<file path="config.mk">
export PLATFORM = sky130hd
export DESIGN_NAME = noc_axi_wr_arbiter
export DESIGN_NICKNAME = d
export VERILOG_FILES = /design/src/rtl/noc_axi_pkg.sv /design/src/rtl/noc_rr_picker.sv /design/src/rtl/noc_axi_wr_arbiter.sv
export SDC_FILE = /design/constraint.sdc
export NUM_CORES = 1
export LEC_CHECK = 0
export ABC_AREA = 0
export CAP_MARGIN = 10
export CELL_PAD_IN_SITES_DETAIL_PLACEMENT = 0
export CELL_PAD_IN_SITES_GLOBAL_PLACEMENT = 1
export CORE_AREA = 2 2 140 142
export DETAILED_ROUTE_END_ITERATION = 16
export DIE_AREA = 0 0 142 144
export DONT_BUFFER_PORTS = 1
export PLACE_DENSITY_LB_ADDON = 0.1
export REMOVE_ABC_BUFFERS = 1
export SYNTH_ARGS = -nofsm -noshare
export SYNTH_HDL_FRONTEND = slang
export SYNTH_HIERARCHICAL = 1
export SYNTH_SLANG_ARGS = --single-unit
</file>
<file path="constraint.sdc">
create_clock -name clk -period 4.8 [get_ports clk]
set_input_delay 1.2 -clock clk [delete_from_list [all_inputs] [get_ports clk]]
set_output_delay 1.2 -clock clk [all_outputs]
set_load 0.005 [all_outputs]
</file>
<file path="src/rtl/noc_axi_pkg.sv">
// noc_axi_pkg: shared FSM encoding, AXI response codes and default widths for the NoC arbiters
package noc_axi_pkg;
    typedef enum logic [2:0] {ST_IDLE, ST_ADDR, ST_DATA, ST_RESP, ST_ERR} state_t;
    localparam logic [1:0] RESP_OKAY = 2'b00;
    localparam logic [1:0] RESP_SLVERR = 2'b10;
    localparam int DEF_NUM_MASTERS = 4;
    localparam int DEF_ADDR_W = 32;
    localparam int DEF_DATA_W = 32;
    localparam int DEF_WDOG_CYCLES = 256;
endpackage

</file>
<file path="src/rtl/noc_rr_picker.sv">
// noc_rr_picker: one-hot find-first-set of req starting at ptr, wrapping modulo N
module noc_rr_picker #(
    parameter int N = 4,
    parameter int PW = $clog2(N)
) (
    input  logic [N-1:0]  req,
    input  logic [PW-1:0] ptr,
    output logic [N-1:0]  gnt
);
    // scan from the farthest offset down so the nearest requester wins
    always_comb begin
        gnt = '0;
        for (int k = N - 1; k >= 0; k--) begin
            if (req[PW'((int'(ptr) + k) % N)]) begin
                gnt = '0;
                gnt[PW'((int'(ptr) + k) % N)] = 1'b1;
            end
        end
    end
endmodule

</file>
<file path="src/rtl/noc_axi_wr_arbiter.sv">
// noc_axi_wr_arbiter: round-robin AXI-lite write arbiter, grant held from AW through B.
// NOC_ARB_WDOG_EN adds a watchdog that answers SLVERR on a stalled phase and sets sticky wdog_err.
module noc_axi_wr_arbiter
    import noc_axi_pkg::*;
#(
    parameter int NUM_MASTERS = DEF_NUM_MASTERS,
    parameter int ADDR_W = DEF_ADDR_W,
    parameter int DATA_W = DEF_DATA_W
`ifdef NOC_ARB_WDOG_EN
    ,
    parameter int WDOG_CYCLES = DEF_WDOG_CYCLES
`endif
) (
    input  logic                          clk,
    input  logic                          reset_n,
    input  logic [NUM_MASTERS*ADDR_W-1:0] m_awaddr,
    input  logic [NUM_MASTERS-1:0]        m_awvalid,
    output logic [NUM_MASTERS-1:0]        m_awready,
    input  logic [NUM_MASTERS*DATA_W-1:0] m_wdata,
    input  logic [NUM_MASTERS-1:0]        m_wvalid,
    output logic [NUM_MASTERS-1:0]        m_wready,
    output logic [1:0]                    m_bresp,
    output logic [NUM_MASTERS-1:0]        m_bvalid,
    input  logic [NUM_MASTERS-1:0]        m_bready,
    output logic [ADDR_W-1:0]             s_awaddr,
    output logic                          s_awvalid,
    input  logic                          s_awready,
    output logic [DATA_W-1:0]             s_wdata,
    output logic                          s_wvalid,
    input  logic                          s_wready,
    input  logic [1:0]                    s_bresp,
    input  logic                          s_bvalid,
    output logic                          s_bready,
    output logic [NUM_MASTERS-1:0]        grant,
    output logic                          busy
`ifdef NOC_ARB_WDOG_EN
    ,
    output logic                          wdog_err
`endif
);
    localparam int PW = $clog2(NUM_MASTERS);

    state_t state, state_nxt;
    logic [NUM_MASTERS-1:0] grant_nxt, pick;
    logic [PW-1:0] rr_ptr, rr_nxt, gidx;
    logic wdog_hit;

    noc_rr_picker #(.N(NUM_MASTERS), .PW(PW)) u_pick (.req(m_awvalid), .ptr(rr_ptr), .gnt(pick));

    always_comb begin
        gidx = '0;
        for (int i = 0; i < NUM_MASTERS; i++) if (grant[i]) gidx = PW'(i);
    end

    // pass-throughs are gated by state so idle masters never leak onto the slave port
    always_comb begin
        busy = state != ST_IDLE;
        s_awvalid = (state == ST_ADDR) && |(m_awvalid & grant);
        s_awaddr = (state == ST_ADDR) ? m_awaddr[int'(gidx)*ADDR_W +: ADDR_W] : '0;
        m_awready = (state == ST_ADDR && s_awready) ? grant : '0;
        s_wvalid = (state == ST_DATA) && |(m_wvalid & grant);
        s_wdata = (state == ST_DATA) ? m_wdata[int'(gidx)*DATA_W +: DATA_W] : '0;
        m_wready = (state == ST_DATA && s_wready) ? grant : '0;
        s_bready = (state == ST_RESP) && |(m_bready & grant);
        m_bvalid = ((state == ST_RESP && s_bvalid) || state == ST_ERR) ? grant : '0;
        m_bresp = (state == ST_RESP) ? s_bresp : (state == ST_ERR) ? RESP_SLVERR : RESP_OKAY;
    end

    always_comb begin
        state_nxt = state;
        grant_nxt = grant;
        rr_nxt = rr_ptr;
        case (state)
            ST_IDLE: if (|m_awvalid) begin
                state_nxt = ST_ADDR;
                grant_nxt = pick;
            end
            ST_ADDR: state_nxt = (s_awvalid && s_awready) ? ST_DATA : wdog_hit ? ST_ERR : ST_ADDR;
            ST_DATA: state_nxt = (s_wvalid && s_wready) ? ST_RESP : wdog_hit ? ST_ERR : ST_DATA;
            ST_RESP: state_nxt = (s_bvalid && s_bready) ? ST_IDLE : wdog_hit ? ST_ERR : ST_RESP;
            ST_ERR: if (|(m_bready & grant)) state_nxt = ST_IDLE;
            default: state_nxt = ST_IDLE;
        endcase
        if (state != ST_IDLE && state_nxt == ST_IDLE) begin
            grant_nxt = '0;
            rr_nxt = (int'(gidx) == NUM_MASTERS - 1) ? '0 : gidx + 1'b1;
        end
    end

    always_ff @(posedge clk or negedge reset_n) begin
        if (!reset_n) begin
            state <= ST_IDLE;
            grant <= '0;
            rr_ptr <= '0;
        end else begin
            state <= state_nxt;
            grant <= grant_nxt;
            rr_ptr <= rr_nxt;
        end
    end

`ifdef NOC_ARB_WDOG_EN
    localparam int CW = $clog2(WDOG_CYCLES);
    logic [CW-1:0] wdog_cnt;
    assign wdog_hit = wdog_cnt == CW'(WDOG_CYCLES - 1);
    always_ff @(posedge clk or negedge reset_n) begin
        if (!reset_n) begin
            wdog_cnt <= '0;
            wdog_err <= 1'b0;
        end else begin
            wdog_cnt <= (state_nxt != state || state == ST_IDLE || state == ST_ERR) ? '0 : wdog_cnt + 1'b1;
            if (state_nxt == ST_ERR) wdog_err <= 1'b1;
        end
    end
`else
    assign wdog_hit = 1'b0;
`endif

    // dropping awvalid before the address is accepted breaks the serialisation contract
    a_awvalid_held: assert property (@(posedge clk) disable iff (!reset_n)
        state == ST_ADDR |-> |(m_awvalid & grant));
endmodule
</file>
==> results of run 1 <==
==> cells in the mapped netlist, types with 7 or more instances <==
cell,n
nand2_1,108
a21oi_1,74
o21ai_0,67
mux2i_1,65
and2_1,37
nor2_1,35
nand2b_1,33
clkbuf_1,28
buf_2,10
dfrtp_1,9
ha_1,8
and3_1,7
==> worst max-delay path by stage <==
stage / startpoint / to / slack, ns / depth (start not counted)
6_report: grant[1]$_DFFE_PN0P_ / s_awaddr[17] / 1.34 / 5
5_1_grt: grant[1]$_DFFE_PN0P_ / s_awaddr[10] / 1.15 / 5
4_1_cts: grant[1]$_DFFE_PN0P_ / s_awaddr[17] / 1.28 / 5
3_5_place_dp: grant[1]$_DFFE_PN0P_ / s_awaddr[17] / 1.56 / 5
3_3_place_gp: grant[1]$_DFFE_PN0P_ / s_awaddr[17] / 1.57 / 5
2_1_floorplan: grant[1]$_DFFE_PN0P_ / s_wdata[0] / 0.41 / 5
==> state kept, by name, summed over array words and instances (netlist names) <==
name    cells
grant       4
state       3
rr_ptr      2
==> routing by layer <==
metal,vias up,part of all wire
li1,1829,-
met1,1705,0.39
met2,179,0.54
met3,7,0.059
met4,0,0.0090
met5,-,0
==> worst max-delay path, stage by stage (launching register included) <==
cell and delay [ns]:
dfrtp_4 1.11, buf_4 0.37, mux2i_1 0.09, o21ai_0 0.14, nand2b_1 0.07, a21oi_1 0.21
==> cell families (layout without fill, tap and decap cells) <==
logic type / count (synthesis) / in the layout / share of synthesized area
fa+ha+maj: 8 / 8 / 0.0291
buf+inv: 54 / 17 / 0.0728
simple gates: 240 / 240 / 0.340
compound gates: 168 / 168 / 0.271
mux: 71 / 71 / 0.221
flops: 9 / 9 / 0.0655
==> power by group <==
part / switching (uW) / internal [uW] / total (uW)
Clock: 35.4 / 111 / 146
Sequential: 297 / 105 / 402
Combinational: 751 / 621 / 1370
Total: 1080 / 837 / 1920
==> layout make-up <==
class,count,share of cell area
Multi-Input combinational cell,487,0.809
Timing Repair Buffer,7,0.0177
Inverter,6,0.00614
Clock buffer,4,0.0215
Tap cell,238,0.0812
Sequential cell,9,0.0645
==> per-stage QoR <==
step | area, um^2 | worst slack [ns]
after floorplan | 3210 | 0.408
after global placement | 3590 | 1.57
after detailed placement | 3590 | 1.56
after CTS | 3670 | 1.28
after global routing | 3670 | 1.15
final | 3670 | 1.34
==> impl_metrics.json, run 1 <==
{
  "worst_pin_slew_ns": 1.07,
  "grt_max_degree": 105,
  "ys.flop_type": "dfrtp_1",
  "portBuffers": 0,
  "avgSynthCellArea_um2": 6.25,
  "timing.hold.ws_ns": 0.661,
  "viasPerCell": 4.95,
  "cp.arrival_ns": 2.26,
  "cts.sinks": 9,
  "final_antenna_net_count": 0,
  "required_ns": 3.60,
  "grt_util_all_layers": 0.126,
  "die_x_um": 142,
  "io_pins": 361,
  "met1_usage": 0.148,
  "syn2layout_area_growth_pct": 6.70,
  "layout_commonest_cell": "nand2_1",
  "tns_ns": 0,
  "r2r-end": "rr_ptr[0]$_DFFE_PN0P_",
  "start_util": 0.180,
  "num-fill-cells": 2193,
  "max_slew_margin": 0.289,
  "yosys_warnings": 6,
  "final_cell_mix": "nand2_1, a21oi_1, o21ai_0",
  "setup_viol": 0,
  "die-height_um": 144,
  "gr-usage-met2": 0.246,
  "grt_first_pass_wirelength_um": 20100,
  "ys_ff_latch": 9,
  "synth_area_leaders": "mux2i_1, nand2_1, a21oi_1, o21ai_0, and2_1",
  "yosysTopAreaCellShare": 0.189,
  "hp-class": "input port to asynchronous set/reset pin",
  "cts_resized": 0,
  "synth-edff-count": 0,
  "gp_congestion": 0.851,
  "nets": 797,
  "clk_pin_slew_worst_paths_ns": 0.04,
  "power.density_nw_per_um2": 524,
  "insertion_delay_ns": 0.23,
  "seq_area_um2": 236,
  "startpoint_type": "flip-flop",
  "drive_above_1_share": 0.0526,
  "n_antenna_cell": 0,
  "leakage_uw": 0.00129,
  "cts_tree": "yes",
  "met3_usage": 0.0162,
  "holdBufCountCts": 0,
  "cts_made_buffers": 3,
  "yosysSeqAreaShare": 0.0655,
  "crit_path_end_kind": "primary output",
  "ir_worst_vdd_mv": 0.214,
  "power_uw": 1920,
  "netlist_area_um2": 3440,
  "ys_types": 48,
  "grt_pass1_vias": 3558,
  "final_util": 0.192,
  "core-area_um2": 19100,
  "routedWlPerCell_um": 19.1,
  "period_share": 0.720,
  "netlist.top_cell.by_area": "mux2i_1",
  "numPlacedInstances": 747,
  "reg2reg_from": "grant[1]$_DFFE_PN0P_",
  "num_vias": 3720,
  "synthCells": 550,
  "finalWirelength_um": 14400,
  "rsz0062_at_grt": "no",
  "max_freq_mhz": 289,
  "multi_input_area_um2": 2970,
  "drc": 0,
  "maxSlewViolCount": 0,
  "antenna_found_initial": 0,
  "crit_type": "flip-flop to primary output",
  "dpl.hpwl_um": 11300,
  "clk_path_buf_depth": 2,
  "maxCapViolCount": 0,
  "design.die.area_um2": 20400,
  "min_period_ns": 3.46,
  "cts_root_buf": "clkbuf_16",
  "r2r_cells": 6,
  "postCtsSetupBuffers": 0,
  "synth-async-reset-ratio": 1.00,
  "dr.pass1.iters": 4,
  "drt_iter0_markers": 137,
  "layout.cells.non_filler": 751,
  "crit_path_max_fanout": 64,
  "finalClockSkew_ns": 0.000623,
  "h-tree-depth": 1,
  "hold_violations": 0,
  "grt_overflow_total": 0,
  "fp-row-count": 51,
  "rrSetupSlack_ns": 1.91,
  "grt-busiest-layer": "met2",
  "status": "completed"
}
Note: power is estimated with default switching activity, not from simulation.
==> run 2: changes to the inputs <==
==> constraint.sdc (replaced) <==
create_clock -name clk -period 3.36 [get_ports clk]
set_input_delay 0.84 -clock clk [delete_from_list [all_inputs] [get_ports clk]]
set_output_delay 0.84 -clock clk [all_outputs]
set_load 0.005 [all_outputs]
==> run 2 against run 1 <==
Effect of this change: routed wire length increased by 1.2%; clock skew increased by 0.0016 ns; sequential cell count unchanged; global-route usage increased by 0.18 points; via count increased by 0.35%; combinational power increased by 62%; total power increased by 47%; critical path depth increased by 1; cell count increased by 0.53%; design area increased by 1.8%; clock power increased by 45%; worst hold slack got worse by 0.36 ns.
==> impl_metrics.json, run 2 (synthesis results as in run 1) <==
{
  "design.die.area_um2": 20400,
  "dp_slack_ns": 0.670,
  "cts.sinks": 9,
  "p_switching_uw": 1580,
  "p_int_uw": 1250,
  "worst_pin_slew_ns": 0.638,
  "layout.cells.non_filler": 755,
  "critPathSlowestCell": "dfrtp_4",
  "pwr-share-comb": 0.785,
  "min_period_ns": 2.93,
  "post-route-cell-area_um2": 3740,
  "critical_path_buf_inv_count": 1,
  "routedWlPerCell_um": 19.3,
  "finalWirelength_um": 14500,
  "layout_commonest_cell": "nand2_1",
  "num-fill-cells": 2176,
  "maxSlewViolCount": 0,
  "status": "completed",
  "power_uw": 2830,
  "multi_input_area_um2": 2970,
  "clkPwrFrac": 0.074,
  "max_slew_margin": 0.575,
  "cts_resized": 0,
  "core-area_um2": 19100,
  "num_vias": 3733,
  "crit_path_end_kind": "primary output",
  "grt_overflow_total": 0,
  "period_share": 0.872,
  "die-height_um": 144,
  "nets": 801,
  "drc": 0,
  "largest_reg_flops": 4,
  "clk_path_buf_depth": 2,
  "syn2layout_area_growth_pct": 8.66,
  "crit_path_max_fanout": 45,
  "swShare": 0.557,
  "worstPathCellList": "buf_12 > mux2i_1 > nor2_1 > a21oi_1 > o21ai_0 > and2_1",
  "die_x_um": 142,
  "required_ns": 2.52,
  "dr.pass1.iters": 4,
  "power.density_nw_per_um2": 758,
  "antenna_found_initial": 0,
  "drt_iter0_markers": 185,
  "h-tree-depth": 1,
  "crit_type": "flip-flop to primary output",
  "io_pins": 361,
  "grt_pass1_vias": 3560,
  "hp-class": "input port to asynchronous set/reset pin",
  "setup_ws_ns": 0.430,
  "start_util": 0.180,
  "rsz0062_at_grt": "no",
  "grt_util_all_layers": 0.128,
  "dpl.hpwl_um": 11700,
  "postCtsSetupBuffers": 0,
  "grt_first_pass_wirelength_um": 20500,
  "slowest_delay_ns": 0.76,
  "dpl_cell_area_um2": 3660,
  "maxCapViolCount": 0,
  "grt_max_degree": 73,
  "tns_ns": 0,
  "portBuffers": 0,
  "setup_viol": 0,
  "holdBufCountCts": 0,
  "fp-row-count": 51,
  "drive_above_1_share": 0.0600,
  "gp_congestion": 0.830,
  "final_cell_mix": "nand2_1, a21oi_1, o21ai_0",
  "max_freq_mhz": 341,
  "final_antenna_net_count": 0,
  "numPlacedInstances": 751,
  "largestRegisters": "grant (4), state (3), rr_ptr (2)",
  "cts_made_buffers": 3,
  "cts_root_buf": "clkbuf_16",
  "n_antenna_cell": 0,
  "hold_violations": 0,
  "viasPerCell": 4.94,
  "seq_area_um2": 236,
  "critPathTopFamily": "flip-flops",
  "cts_tree": "yes",
  "cp.arrival_ns": 2.09,
  "finalClockSkew_ns": 0.00224,
  "ir_worst_vdd_mv": 0.334,
  "leakage_uw": 0.00132,
  "insertion_delay_ns": 0.23,
  "clk_pin_slew_worst_paths_ns": 0.04,
  "regMostFlops": "grant",
  "startpoint_type": "flip-flop",
  "seq_power_share": 0.140
}
run 2: final timing paths:
path,startpoint,to,slack (ns),cells after the start
worst min register to register,rr_ptr[0]$_DFFE_PN0P_,rr_ptr[0]$_DFFE_PN0P_,0.72,2
worst max-delay path,grant[1]$_DFFE_PN0P_,s_wdata[10],0.43,6
worst max register to register,grant[1]$_DFFE_PN0P_,rr_ptr[0]$_DFFE_PN0P_,0.77,6
worst min-delay path,reset_n,rr_ptr[1]$_DFFE_PN0P_,0.30,0
min in group clk,rr_ptr[0]$_DFFE_PN0P_,rr_ptr[0]$_DFFE_PN0P_,0.72,2
max in group asynchronous,reset_n,grant[1]$_DFFE_PN0P_,2.98,0
run 2: power groups by stage:
| stage | Clock [uW] | Combinational (uW) | Sequential (uW) |
|---|---|---|---|
| after floorplan | 0 | 1560 | 493 |
| after global placement | 0 | 2270 | 404 |
| after detailed placement | 0 | 2250 | 407 |
| after CTS | 213 | 2260 | 404 |
| after global routing | 219 | 2520 | 428 |
| final | 211 | 2220 | 397 |
run 2: area by class of cell:
cell class              count  area share
multi-input cells         487       0.794
inverters                   6     0.00603
clock buffers               4      0.0211
well taps                 238      0.0797
flip-flops and latches      9      0.0633
repair buffers             11      0.0355
run 2: routing by layer:
layer | global-route usage | part of all wire | wire, um | vias to the layer above
met3 | 0.0159 | 0.059 | 859 | 12
met2 | 0.249 | 0.53 | 7720 | 192
li1 | - | - | - | 1836
met1 | 0.151 | 0.40 | 5780 | 1693
met5 | 0 | 0 | 0 | -
met4 | 0.0247 | 0.012 | 181 | 0
run 2: per-stage QoR:
step	hold WS, ns	util
after floorplan	0.544	-
after global placement	0.545	0.192
after detailed placement	0.545	0.192
after CTS	0.300	0.196
after global routing	0.294	0.196
final	0.302	0.196
==> run 3: changes to the inputs <==
--- a/config.mk
+++ b/config.mk
@@ -6,7 +6,7 @@
 export NUM_CORES = 1
 export LEC_CHECK = 0
 export ABC_AREA = 0
-export CAP_MARGIN = 10
+export CAP_MARGIN = 25
 export CELL_PAD_IN_SITES_DETAIL_PLACEMENT = 0
 export CELL_PAD_IN_SITES_GLOBAL_PLACEMENT = 1
 export CORE_AREA = 2 2 140 142
==> results of run 3 <==
No change in the layout: final DEF, timing and power equal those of run 2.
